==> src/rtl/lenet_front_pkg.sv <==
`default_nettype none
// ============================================================================
// Module      : lenet_front_pkg
// Description : Shared geometry constants and layer controller state codes
//               for the LeNet front (conv1) layer blocks.
// Revision    : 1.0 - initial release
// ============================================================================
package lenet_front_pkg;

  localparam int DATA_WIDTH         = 12;
  localparam int FILTER_WIDTH       = 5;
  localparam int INPUT_WIDTH        = 32;
  localparam int OUTPUT_FEATURE_MAP = 6;
  localparam int OUT_WIDTH          = INPUT_WIDTH - FILTER_WIDTH + 1;
  localparam int OUT_DEPTH          = OUT_WIDTH * OUT_WIDTH;
  localparam int BUS_WIDTH          = OUTPUT_FEATURE_MAP * DATA_WIDTH;
  localparam int ADDR_WIDTH         = 10;
  localparam int POS_WIDTH          = 5;

  // One-hot layer controller state codes, shared with the address
  // generator and the layer controller.
  typedef logic [4:0] ctrl_state_t;

  localparam ctrl_state_t IDLE        = 5'b00001;
  localparam ctrl_state_t LOAD_W      = 5'b00010;
  localparam ctrl_state_t CALCULATION = 5'b00100;
  localparam ctrl_state_t DONE        = 5'b01000;

endpackage : lenet_front_pkg
`default_nettype wire

==> src/rtl/relu_pack.sv <==
`default_nettype none
// ============================================================================
// Module      : relu_pack
// Description : Combinational per-channel ReLU over a packed bus of
//               two's-complement channel results. Negative channels become
//               zero; non-negative channels pass through unchanged.
// Revision    : 1.0 - initial release
// ============================================================================
module relu_pack #(
  parameter int DATA_WIDTH         = 12,
  parameter int OUTPUT_FEATURE_MAP = 6
) (
  input  logic [OUTPUT_FEATURE_MAP*DATA_WIDTH-1:0] packed_raw,
  output logic [OUTPUT_FEATURE_MAP*DATA_WIDTH-1:0] packed_relu
);

  // One independent clamp per channel slice; the sign bit alone decides.
  for (genvar k = 0; k < OUTPUT_FEATURE_MAP; k++) begin : g_ch
    assign packed_relu[k*DATA_WIDTH +: DATA_WIDTH] =
      packed_raw[k*DATA_WIDTH + DATA_WIDTH - 1] ? '0
                                                : packed_raw[k*DATA_WIDTH +: DATA_WIDTH];
  end

endmodule : relu_pack
`default_nettype wire

==> src/rtl/front_layer_result_writer.sv <==
`default_nettype none
// ============================================================================
// Module      : front_layer_result_writer
// Description : Accepts packed conv1 results during CALCULATION, applies
//               ReLU and writes each pixel into the 28x28 output map RAM in
//               row-major order. Produces address, row/col, a completion
//               pulse and a sticky overflow flag.
// Revision    : 1.0 - initial release
// ============================================================================
module front_layer_result_writer
  import lenet_front_pkg::*;
(
  input  logic                  clk,
  input  logic                  rst,
  input  logic [4:0]            st,
  input  logic                  in_valid,
  input  logic [BUS_WIDTH-1:0]  in_data,
  output logic                  in_ready,
  output logic                  out_we,
  output logic [ADDR_WIDTH-1:0] out_addr,
  output logic [BUS_WIDTH-1:0]  out_data,
  output logic [POS_WIDTH-1:0]  out_row,
  output logic [POS_WIDTH-1:0]  out_col,
  output logic                  layer_done,
  output logic                  overflow
);

  localparam logic [1:0] W_IDLE = 2'd0;
  localparam logic [1:0] W_RUN  = 2'd1;
  localparam logic [1:0] W_FULL = 2'd2;

  localparam logic [ADDR_WIDTH-1:0] c_last_addr = ADDR_WIDTH'(OUT_DEPTH - 1);
  localparam logic [POS_WIDTH-1:0]  c_last_col  = POS_WIDTH'(OUT_WIDTH - 1);

  logic [1:0]            r_state;
  logic [ADDR_WIDTH-1:0] r_cnt;
  logic [POS_WIDTH-1:0]  r_row;
  logic [POS_WIDTH-1:0]  r_col;
  logic                  r_overflow;

  logic                  r_we;
  logic [ADDR_WIDTH-1:0] r_addr;
  logic [BUS_WIDTH-1:0]  r_data;
  logic [POS_WIDTH-1:0]  r_out_row;
  logic [POS_WIDTH-1:0]  r_out_col;
  logic                  r_done;

  logic                  w_calc;
  logic                  w_clear;
  logic                  w_accept;
  logic                  w_last;
  logic [BUS_WIDTH-1:0]  w_relu;

  assign w_calc   = (st == CALCULATION);
  assign w_clear  = (st == IDLE);
  // Ready depends only on registered state, never on in_valid.
  assign in_ready = (r_state == W_RUN);
  assign w_accept = in_valid & in_ready;
  assign w_last   = (r_cnt == c_last_addr);

  relu_pack #(
    .DATA_WIDTH         (DATA_WIDTH),
    .OUTPUT_FEATURE_MAP (OUTPUT_FEATURE_MAP)
  ) u_relu (
    .packed_raw  (in_data),
    .packed_relu (w_relu)
  );

  // Writer FSM with the running pixel counter and row/col position.
  always_ff @(posedge clk or posedge rst) begin
    if (rst) begin
      r_state    <= W_IDLE;
      r_cnt      <= '0;
      r_row      <= '0;
      r_col      <= '0;
      r_overflow <= 1'b0;
    end else if (w_clear) begin
      r_state    <= W_IDLE;
      r_cnt      <= '0;
      r_row      <= '0;
      r_col      <= '0;
      r_overflow <= 1'b0;
    end else begin
      case (r_state)
        W_IDLE: begin
          if (w_calc) r_state <= W_RUN;
        end
        W_RUN: begin
          if (!w_calc) begin
            // Abort: drop the partial map and wait for a fresh start.
            r_state <= W_IDLE;
            r_cnt   <= '0;
            r_row   <= '0;
            r_col   <= '0;
          end else if (w_accept) begin
            if (w_last) begin
              r_state <= W_FULL;
              r_cnt   <= '0;
              r_row   <= '0;
              r_col   <= '0;
            end else begin
              // Address advances by one; row/col track it without a multiply.
              r_cnt <= r_cnt + 1'b1;
              if (r_col == c_last_col) begin
                r_col <= '0;
                r_row <= r_row + 1'b1;
              end else begin
                r_col <= r_col + 1'b1;
              end
            end
          end
        end
        W_FULL: begin
          if (in_valid) r_overflow <= 1'b1;
        end
        default: r_state <= W_IDLE;
      endcase
    end
  end

  // Registered RAM write port: one cycle after each accepted beat.
  always_ff @(posedge clk or posedge rst) begin
    if (rst) begin
      r_we      <= 1'b0;
      r_done    <= 1'b0;
      r_addr    <= '0;
      r_data    <= '0;
      r_out_row <= '0;
      r_out_col <= '0;
    end else begin
      r_we   <= w_accept & ~w_clear;
      r_done <= w_accept & w_calc & w_last;
      if (w_accept) begin
        r_addr    <= r_cnt;
        r_data    <= w_relu;
        r_out_row <= r_row;
        r_out_col <= r_col;
      end
    end
  end

  assign out_we     = r_we;
  assign out_addr   = r_addr;
  assign out_data   = r_data;
  assign out_row    = r_out_row;
  assign out_col    = r_out_col;
  assign layer_done = r_done;
  assign overflow   = r_overflow;

endmodule : front_layer_result_writer
`default_nettype wire

==> config.mk <==
export PLATFORM = sky130hd
export DESIGN_NAME = front_layer_result_writer
export DESIGN_NICKNAME = d
export VERILOG_FILES = /design/src/rtl/lenet_front_pkg.sv /design/src/rtl/relu_pack.sv /design/src/rtl/front_layer_result_writer.sv
export SDC_FILE = /design/constraint.sdc
export NUM_CORES = 1
export LEC_CHECK = 0
export CORE_MARGIN = 1.5
export CORE_UTILIZATION = 31
export CTS_CLUSTER_DIAMETER = 100
export DETAILED_ROUTE_END_ITERATION = 10
export DONT_BUFFER_PORTS = 1
export GPL_TIMING_DRIVEN = 0
export MAX_ROUTING_LAYER = met4
export PLACE_DENSITY_LB_ADDON = 0.2
export SKIP_CTS_REPAIR_TIMING = 1
export SLEW_MARGIN = 15
export SYNTH_ARGS = -nofsm -noshare
export SYNTH_HDL_FRONTEND = slang
export SYNTH_SLANG_ARGS = --single-unit
==> constraint.sdc <==
create_clock -name clk -period 5.5 [get_ports clk]
set_clock_uncertainty 0.15 [all_clocks]
set_input_delay 1.65 -clock clk [delete_from_list [all_inputs] [get_ports clk]]
set_output_delay 1.65 -clock clk [all_outputs]
set_load 0.05 [all_outputs]
# Yosys cells after proc, flatten, opt, wreduce, memory -nomap -nowiden
# Cells that the tools add are included.
# Widths: inputs -> output; s select.
[classes]
n_addsub = 3
n_eq_ne = 12
n_mux = 32
bitwise = 5
reduce_logical = 8
[op_table]
columns = ["cell", "n"]
rows = [
  ["$mux 11", 6],
  ["$mux 5", 12],
  ["$mux 10", 5],
  ["$add 10x1->10 const B", 1],
  ["$add 5x1->5 const B", 2],
  ["$eq 10x10->1 const B", 1],
  ["$mux 2", 5],
  ["$ne 4x2->1 const B", 2],
  ["$pmux 2 s3", 1],
  ["$reduce_bool 2->1", 3],
  ["$eq 5x1->1 const B", 1],
  ["$eq 5x3->1 const B", 1],
  ["$eq 5x5->1 const B", 1],
  ["$and 1x1->1", 4],
  ["$ne 4x1->1 const B", 1],
  ["$reduce_and 2->1", 2],
  ["$reduce_and 4->1", 1],
  ["$mux 1", 3],
  ["$ne 3x1->1 const B", 1],
  ["$ne 3x3->1 const B", 1],
  ["$reduce_and 3->1", 1],
  ["$eq 2x1->1 const B", 1],
  ["$eq 2x2->1 const B", 1],
  ["$logic_not 2->1", 1],
  ["2 further kinds", 2],
]
[word_totals]
register_bits = 117
in_bits = 80
word_cells = 71

# Depth between registers and ports, before layout
# Gate-level depths: netlist (run 1).
[depth]
ltp_word = 7
ltp_mapped = 7

# By module
# A second synthesis (run 1) with hierarchy kept.
[unflattened]
hier_cells = 422
area_unflattened_um2 = 5566.6
[by_module_without_submodules]
columns = ["mod", "instances", "cells_each", "area_per_inst_um2", "seq_area_each_um2"]
rows = [
  ["front_layer_result_writer", 1, 343, 4812.1, 2927.8],
  ["relu_pack", 1, 79, 754.5, 0.0],
]

# Worst setup path before layout (run 1)
# No wires, ideal clock.
[synth_timing]
path_kind = "input-to-reg"
start = "input st[1]"
end = "register r_col[4]"
setup_ps = 122
arrival_time_ps = 2847
slack_ps = 2381
cell_stages = 6
n_path_buf = 2
path_cell_list = "or3_1 > buf_6 > nor3_4 > buf_6 > o41ai_1 > a32o_1"
[synth_between]
elab_chain_cells = 4
word_cells_on_any_way = 8
classes_between = "eq/ne (3); mux (3); reduce/logical (2)"
[synth_lines]
columns = ["item", "line", "source"]
rows = [
  ["start: declaration", "front_layer_result_writer.sv:15", "input logic [4:0] st,"],
  ["$eq 5x3->1", "front_layer_result_writer.sv:54", "assign w_calc = (st == CALCULATION);"],
  ["$mux 5", "front_layer_result_writer.sv:89", "if (!w_calc) begin"],
  ["$mux 5", "front_layer_result_writer.sv:84", "case (r_state)"],
  ["$mux 5", "front_layer_result_writer.sv:77", "end else if (w_clear) begin"],
  ["end signal: assignment", "front_layer_result_writer.sv:108", "r_col <= r_col + 1'b1;"],
  ["end: declaration", "front_layer_result_writer.sv:38", "logic [POS_WIDTH-1:0] r_col;"],
]
# Parallel ways exist; a longest one is shown, timed or not. The select of a mux whose other input is x is not followed.
# A chain may end at the register's enable or synchronous reset.

# Worst setup path in the final report (run 1)
[layout_timing]
start = "input in_valid"
end = "register r_data[7], in the netlist out_data[7]"
[layout_between]
elab_chain_cells = 1
[layout_lines]
columns = ["item", "line", "source"]
rows = [
  ["start: declaration", "front_layer_result_writer.sv:16", "input logic in_valid,"],
  ["$and 1x1->1", "front_layer_result_writer.sv:58", "assign w_accept = in_valid & in_ready;"],
  ["end signal: assignment", "front_layer_result_writer.sv:135", "r_data <= w_relu;"],
  ["end: declaration", "front_layer_result_writer.sv:43", "logic [BUS_WIDTH-1:0] r_data;"],
]
# Every way passes these cells.

==> impl_metrics.yaml, run 1 <==
run_status:
  outcome: "finished clean"
job:
  cap_violations: 0
sta:
  setup_viol: 0
  tightestPinTransition_ps: 725.9
  max_freq_ghz: 0.2960
  slew_headroom_pct: 51.38
  setup_ws_ps: 2122
  finalCritPeriodShare_pct: 61.43
  finalMaxSlewViolations: 0
  period_needed_ps: 3378
  final-hold-violation-count: 0
  rsz0062_at_grt: "no"
setup_path:
  crit_path_max_fanout: 10
  cp-start-kind: "primary input"
  crit_slowest_cell: "clkbuf_1"
  max_stage_delay_ps: 530
  reg2regPathDepth: 6
  crit_path_end_kind: "flop"
  path_cells: "clkbuf_1, nand2_1, clkbuf_1, clkbuf_1, nand2_1, o21ai_0"
  cp_common_cell: "clkbuf_1"
  arrival_ps: 3490
  path_class: "in2reg"
  required_ps: 5610
synth:
  ys_types: 48
  yosys.area_share.simple_pct: 21.88
  syn-cell-area_um2: 4964
  avgSynthCellArea_um2: 9.987
  synthFlopType: "dfrtp_1"
  synthMuxAreaShare_pct: 2.722
  synthXorXnorAreaFrac_pct: 0
  synth_enable_flop_cells: 0
  yosysWarningCount: 0
  synthCells: 497
  synth-compound-area-share_pct: 13.79
  synth_top_family_by_area: "simple AND/OR/NAND/NOR gates"
  ys_async_sr_fraction_pct: 100.0
  synth_fa_ha_area_share_pct: 0.7562
  ys_seq_area_share_pct: 55.96
  synth_seq_cells: 111
grt:
  grt_pass1_wl_um: 18690
  grt_pass1_vias: 3427
  grt_max_degree: 80
  grt_use_total_pct: 15.02
  grt.overflow.total: 0
  antenna_found_initial: 0
layout:
  seq_area_um2: 2778
  nets: 597
  multi_input_area_um2: 1968
  fin_area_um2: 5565
  layout_common_cells: "dfrtp_1, nand2_1, o21ai_0"
  areaGrowthSynthToFinish_pct: 12.13
  drive_gt1_share_pct: 10.79
  final_common_cell: "dfrtp_1"
  nFillCells: 1643
  diodes: 0
cts:
  numCtsBuffers: 9
  clock_path_buffers: 2
  clkSinkCount: 111
  clk_pin_slew_worst_paths_ps: 80
  cts-root-buf: "clkbuf_16"
  insertion_delay_ps: 360
  htreeDepth: 3
  cts_tree: "yes"
route:
  drc: 0
  detail_route.wl_per_cell_um: 17.07
  num_vias: 3636
  first_pass_iters: 4
  drt_wl_total_um: 12540
  final_antenna_net_count: 0
  vias_per_cell: 4.947
  drt_iter0_drc: 159
floorplan:
  start_util_pct: 31.47
  die_w_um: 129.5
  die_h_um: 129.5
  rows: 46
  dieArea_um2: 16780
  core_um2: 15770
  io_pins: 176
worst_hold_path:
  hp-class: "reg2reg"
  hold_path_depth: 1
place:
  port_buffers: 0
  place_worst_setup_slack_ps: 1640
  gp_congestion: 0.7964
  placed_area_um2: 5285
  place_hpwl_um: 9187
power_and_ir_drop:
  leakage_uw: 0.002415
  ir_worst_vdd_v: 0.0001523
  p_per_area_nw_per_um2: 342.4
## flip-flops by register name, indices dropped and copies added (netlist names), 2 cells and up
register  count
out_addr     10
out_col       5
out_data     66
out_row       5
r_cnt        10
r_col         5
r_row         5
r_state       2
## per-layer routing
layer / GRT usage, % / up-vias / part of all wire (%)
met5: - / - / 0
met4: 5.229 / 0 / 1.8
met3: 4.913 / 10 / 8.0
met2: 23.94 / 129 / 48
met1: 17.88 / 1771 / 42
li1: - / 1726 / -
## kinds of logic (layout without fill, tap and decap cells)
| logic type | Yosys count | in the layout |
|---|---|---|
| flip-flops | 111 | 111 |
| AND/OR/NAND/NOR | 202 | 202 |
| multiplexers | 12 | 12 |
| other | 1 | 6 |
| AO/OA/AOI/OAI | 118 | 118 |
| adder cells (fa/ha/maj) | 3 | 3 |
| buffers and inverters | 50 | 67 |
## power by group
group	total (uW)	leakage (uW)	internal, uW	switching, uW
combinational	142	0.000752	53.9	87.9
sequential	1140	0.00152	879	256
clock	628	0.000138	315	313
total	1910	0.00241	1250	657
## cells in the mapped netlist (2+ instances only)
cell type	count	area [um^2]
dfrtp_1	111	2778
nand2_1	83	311.6
o21ai_0	81	405.4
nand2b_1	70	437.9
clkbuf_1	23	86.33
inv_1	13	48.80
mux2_2	12	135.1
nand3_1	9	45.04
nand4_1	9	56.30
o22ai_1	7	43.79
o31ai_1	7	52.55
buf_4	6	45.04
a21oi_1	5	25.02
buf_2	5	25.02
a311oi_1	4	35.03
nor3_1	4	20.02
or4_1	4	30.03
and3_1	3	18.77
buf_6	3	33.78
ha_1	3	37.54
nor2_1	3	11.26
a211oi_1	2	15.01
nor4_1	2	12.51
o211ai_1	2	15.01
or2_2	2	12.51
or3_1	2	12.51
## cell type report
class / count / area share (%)
tap: 216 / 4.856
timing repair buffer: 1 / 0.4946
buffer: 37 / 3.417
clock buffer: 10 / 4.114
inverter: 13 / 0.9667
multi-input combinational: 341 / 35.36
sequential: 111 / 49.91
clock inverter: 6 / 0.8768
## worst paths after layout
check | start | end | slack [ps]
hold reg to reg | r_state[1]$_DFFE_PP0P_ | r_state[0]$_DFFE_PP0P_ | 330
setup reg to reg | r_state[1]$_DFFE_PP0P_ | out_data[7]$_DFFE_PP0P_ | 2710
setup / recovery | in_valid | out_data[7]$_DFFE_PP0P_ | 2120
max in group asynchronous | rst | out_addr[6]$_DFFE_PP0P_ | 3510
hold / removal | r_state[1]$_DFFE_PP0P_ | r_state[0]$_DFFE_PP0P_ | 330
min in group asynchronous | rst | out_data[41]$_DFFE_PP0P_ | 980
## critical path: cells and delay by family
kind	cells	cell delay [ps]
buf+inv	3	1210
simple gates	2	500
compound gates	1	100
## per-stage QoR
stage               power, uW  util [%]  setup TNS (ps)  instances  hold WS [ps]
CTS                      1939     35.27               0        735         322.6
finish                   1905     35.29               0        735         328.8
global route             2001     35.29               0        735         358.5
detailed placement       1300     33.51               0        719         312.9
floorplan                1248         -               0        502         290.0
global placement         1289     33.31          -54660        718         300.8
Note: power is estimated with default switching activity, not from simulation.
==> run 2: changes to the inputs <==
clock period = 3.02 ns   (was 5.5 ns; I/O delays follow)
==> impl_metrics.yaml, run 2 (synthesis results as in run 1) <==
sta:
  finalCritPeriodShare_pct: 84.38
  final-hold-violation-count: 0
  max_freq_ghz: 0.3924
  slew_headroom_pct: 52.62
  period_needed_ps: 2548
  setup_ws_ps: 471.6
  tightestPinTransition_ps: 709.3
  rsz0062_at_grt: "no"
  setup_viol: 0
  finalMaxSlewViolations: 0
place:
  place_worst_setup_slack_ps: -325.4
  gp_congestion: 0.7859
  dpl.cell_count: 721
  port_buffers: 0
  place_hpwl_um: 9391
setup_path:
  crit_path_max_fanout: 10
  cp_top_family: "buffers and inverters"
  cp-start-kind: "primary input"
  worstReg2RegStart: "r_state[1]$_DFFE_PP0P_"
  cp.depth: 6
  path_class: "in2reg"
  arrival_ps: 2660
  crit_slowest_cell: "clkbuf_1"
  crit_path_end_kind: "flop"
  required_ps: 3130
  max_stage_delay_ps: 470
  rrSetupSlack_ps: 550
  cp_common_cell: "clkbuf_1"
  crit_buf_inv: 3
  crit_path_start: "in_valid"
  cp-endpoint: "out_data[6]$_DFFE_PP0P_"
  worstReg2RegEnd: "out_data[6]$_DFFE_PP0P_"
  reg2regPathDepth: 6
  path_cells: "clkbuf_1, nand2_1, clkbuf_1, clkbuf_1, nand2_1, o21ai_0"
layout:
  layout_common_cells: "dfrtp_1, nand2_1, o21ai_0"
  drive_gt1_share_pct: 11.32
  final_cells: 737
  final_common_cell: "dfrtp_1"
  nets: 599
  largest_reg_flops: 66
  diodes: 0
  areaGrowthSynthToFinish_pct: 13.66
route:
  drt_iter0_drc: 203
  detail_route.wl_per_cell_um: 17.05
  first_pass_iters: 4
  drt_wl_total_um: 12570
  vias_per_cell: 4.925
  final_antenna_net_count: 0
  num_vias: 3630
  drc: 0
grt:
  grt_pass1_vias: 3455
  grt.overflow.total: 0
  grt_max_degree: 33
  antenna_found_initial: 0
  grt_pass1_wl_um: 18800
  grt_use_total_pct: 15.13
power_and_ir_drop:
  leakage_uw: 0.002438
  ir_worst_vdd_v: 0.0003882
  p_per_area_nw_per_um2: 637.6
cts:
  insertion_delay_ps: 360
  numCtsBuffers: 9
  clock_path_buffers: 2
  clk_pin_slew_worst_paths_ps: 80
  cts_tree: "yes"
  htreeDepth: 3
  cts-root-buf: "clkbuf_16"
  clkSinkCount: 111
floorplan:
  core_um2: 15770
  start_util_pct: 31.47
  die_h_um: 129.5
  die_w_um: 129.5
  dieArea_um2: 16780
  io_pins: 176
  rows: 46
worst_hold_path:
  hp-class: "reg2reg"
  hp-start: "r_state[1]$_DFFE_PP0P_"
run_status:
  outcome: "finished clean"
job:
  cap_violations: 0
[run 2: changes by cell type in the layout (fill, tap and decap cells not counted), moves of 2 or more]
cell / previous run / this run
buf_12: 0 / 3
clkbuf_8: 0 / 2
inv_6: 5 / 0
clkinvlp_4: 0 / 3
[run 2: metrics by stage]
step / util, % / TNS (ps) / total power (uW) / hold slack, ps / cell area, um^2
final: 35.77 / 0 / 3597 / 369.1 / 5642
after global routing: 35.77 / 0 / 3750 / 384.1 / 5642
after CTS: 35.73 / -21980 / 3643 / 321.5 / 5634
after detailed placement: 33.71 / -19710 / 2370 / 315.3 / 5316
after global placement: 33.33 / -19730 / 2349 / 301.3 / 5256
after floorplan: - / 0 / 2273 / 290.0 / 4986
[run 2: metal layers]
metal  wire [um]  vias to the layer above  global-route usage (%)  part of all wire, %
met4         225                        0                   6.078                  1.8
met2        6002                      133                   24.09                   48
li1            -                     1732                       -                    -
met1        5265                     1752                   18.12                   42
met3        1072                       13                   4.294                  8.5
met5           0                        -                       -                    0
[run 2: worst reg2reg max path, cell delays in order, from the launching register on]
cell and delay, ps:
dfrtp_1 430, nor2b_4 380, nand2_1 430, clkbuf_1 380
clkbuf_1 320, nand2_1 140, o21ai_0 90
[run 2: area by class of cell]
type                            count  area, um^2
Fill cell                        1655       10130
Multi-Input combinational cell    341        1973
Tap cell                          216       270.3
Inverter                           13       52.55
Buffer                             37       190.2
Timing Repair Buffer                3       60.06
Clock buffer                       11       252.7
Sequential cell                   111        2778
Clock inverter                      5       65.06
[run 2: how the worst min path moves through the flow]
stage / depth (start not counted) / endpoint
after floorplan: 1 / r_state[0]$_DFFE_PP0P_
after global placement: 1 / r_state[0]$_DFFE_PP0P_
after detailed placement: 1 / r_state[0]$_DFFE_PP0P_
after CTS: 1 / r_state[0]$_DFFE_PP0P_
after global routing: 1 / r_state[0]$_DFFE_PP0P_
final: 1 / r_state[0]$_DFFE_PP0P_
[run 2: power by group]
group	internal [uW]	leakage (uW)	total, uW	switching [uW]
combinational	102	0.000764	262	159
clock	697	0.000150	1270	569
sequential	1600	0.00152	2070	468
total	2400	0.00244	3600	1200
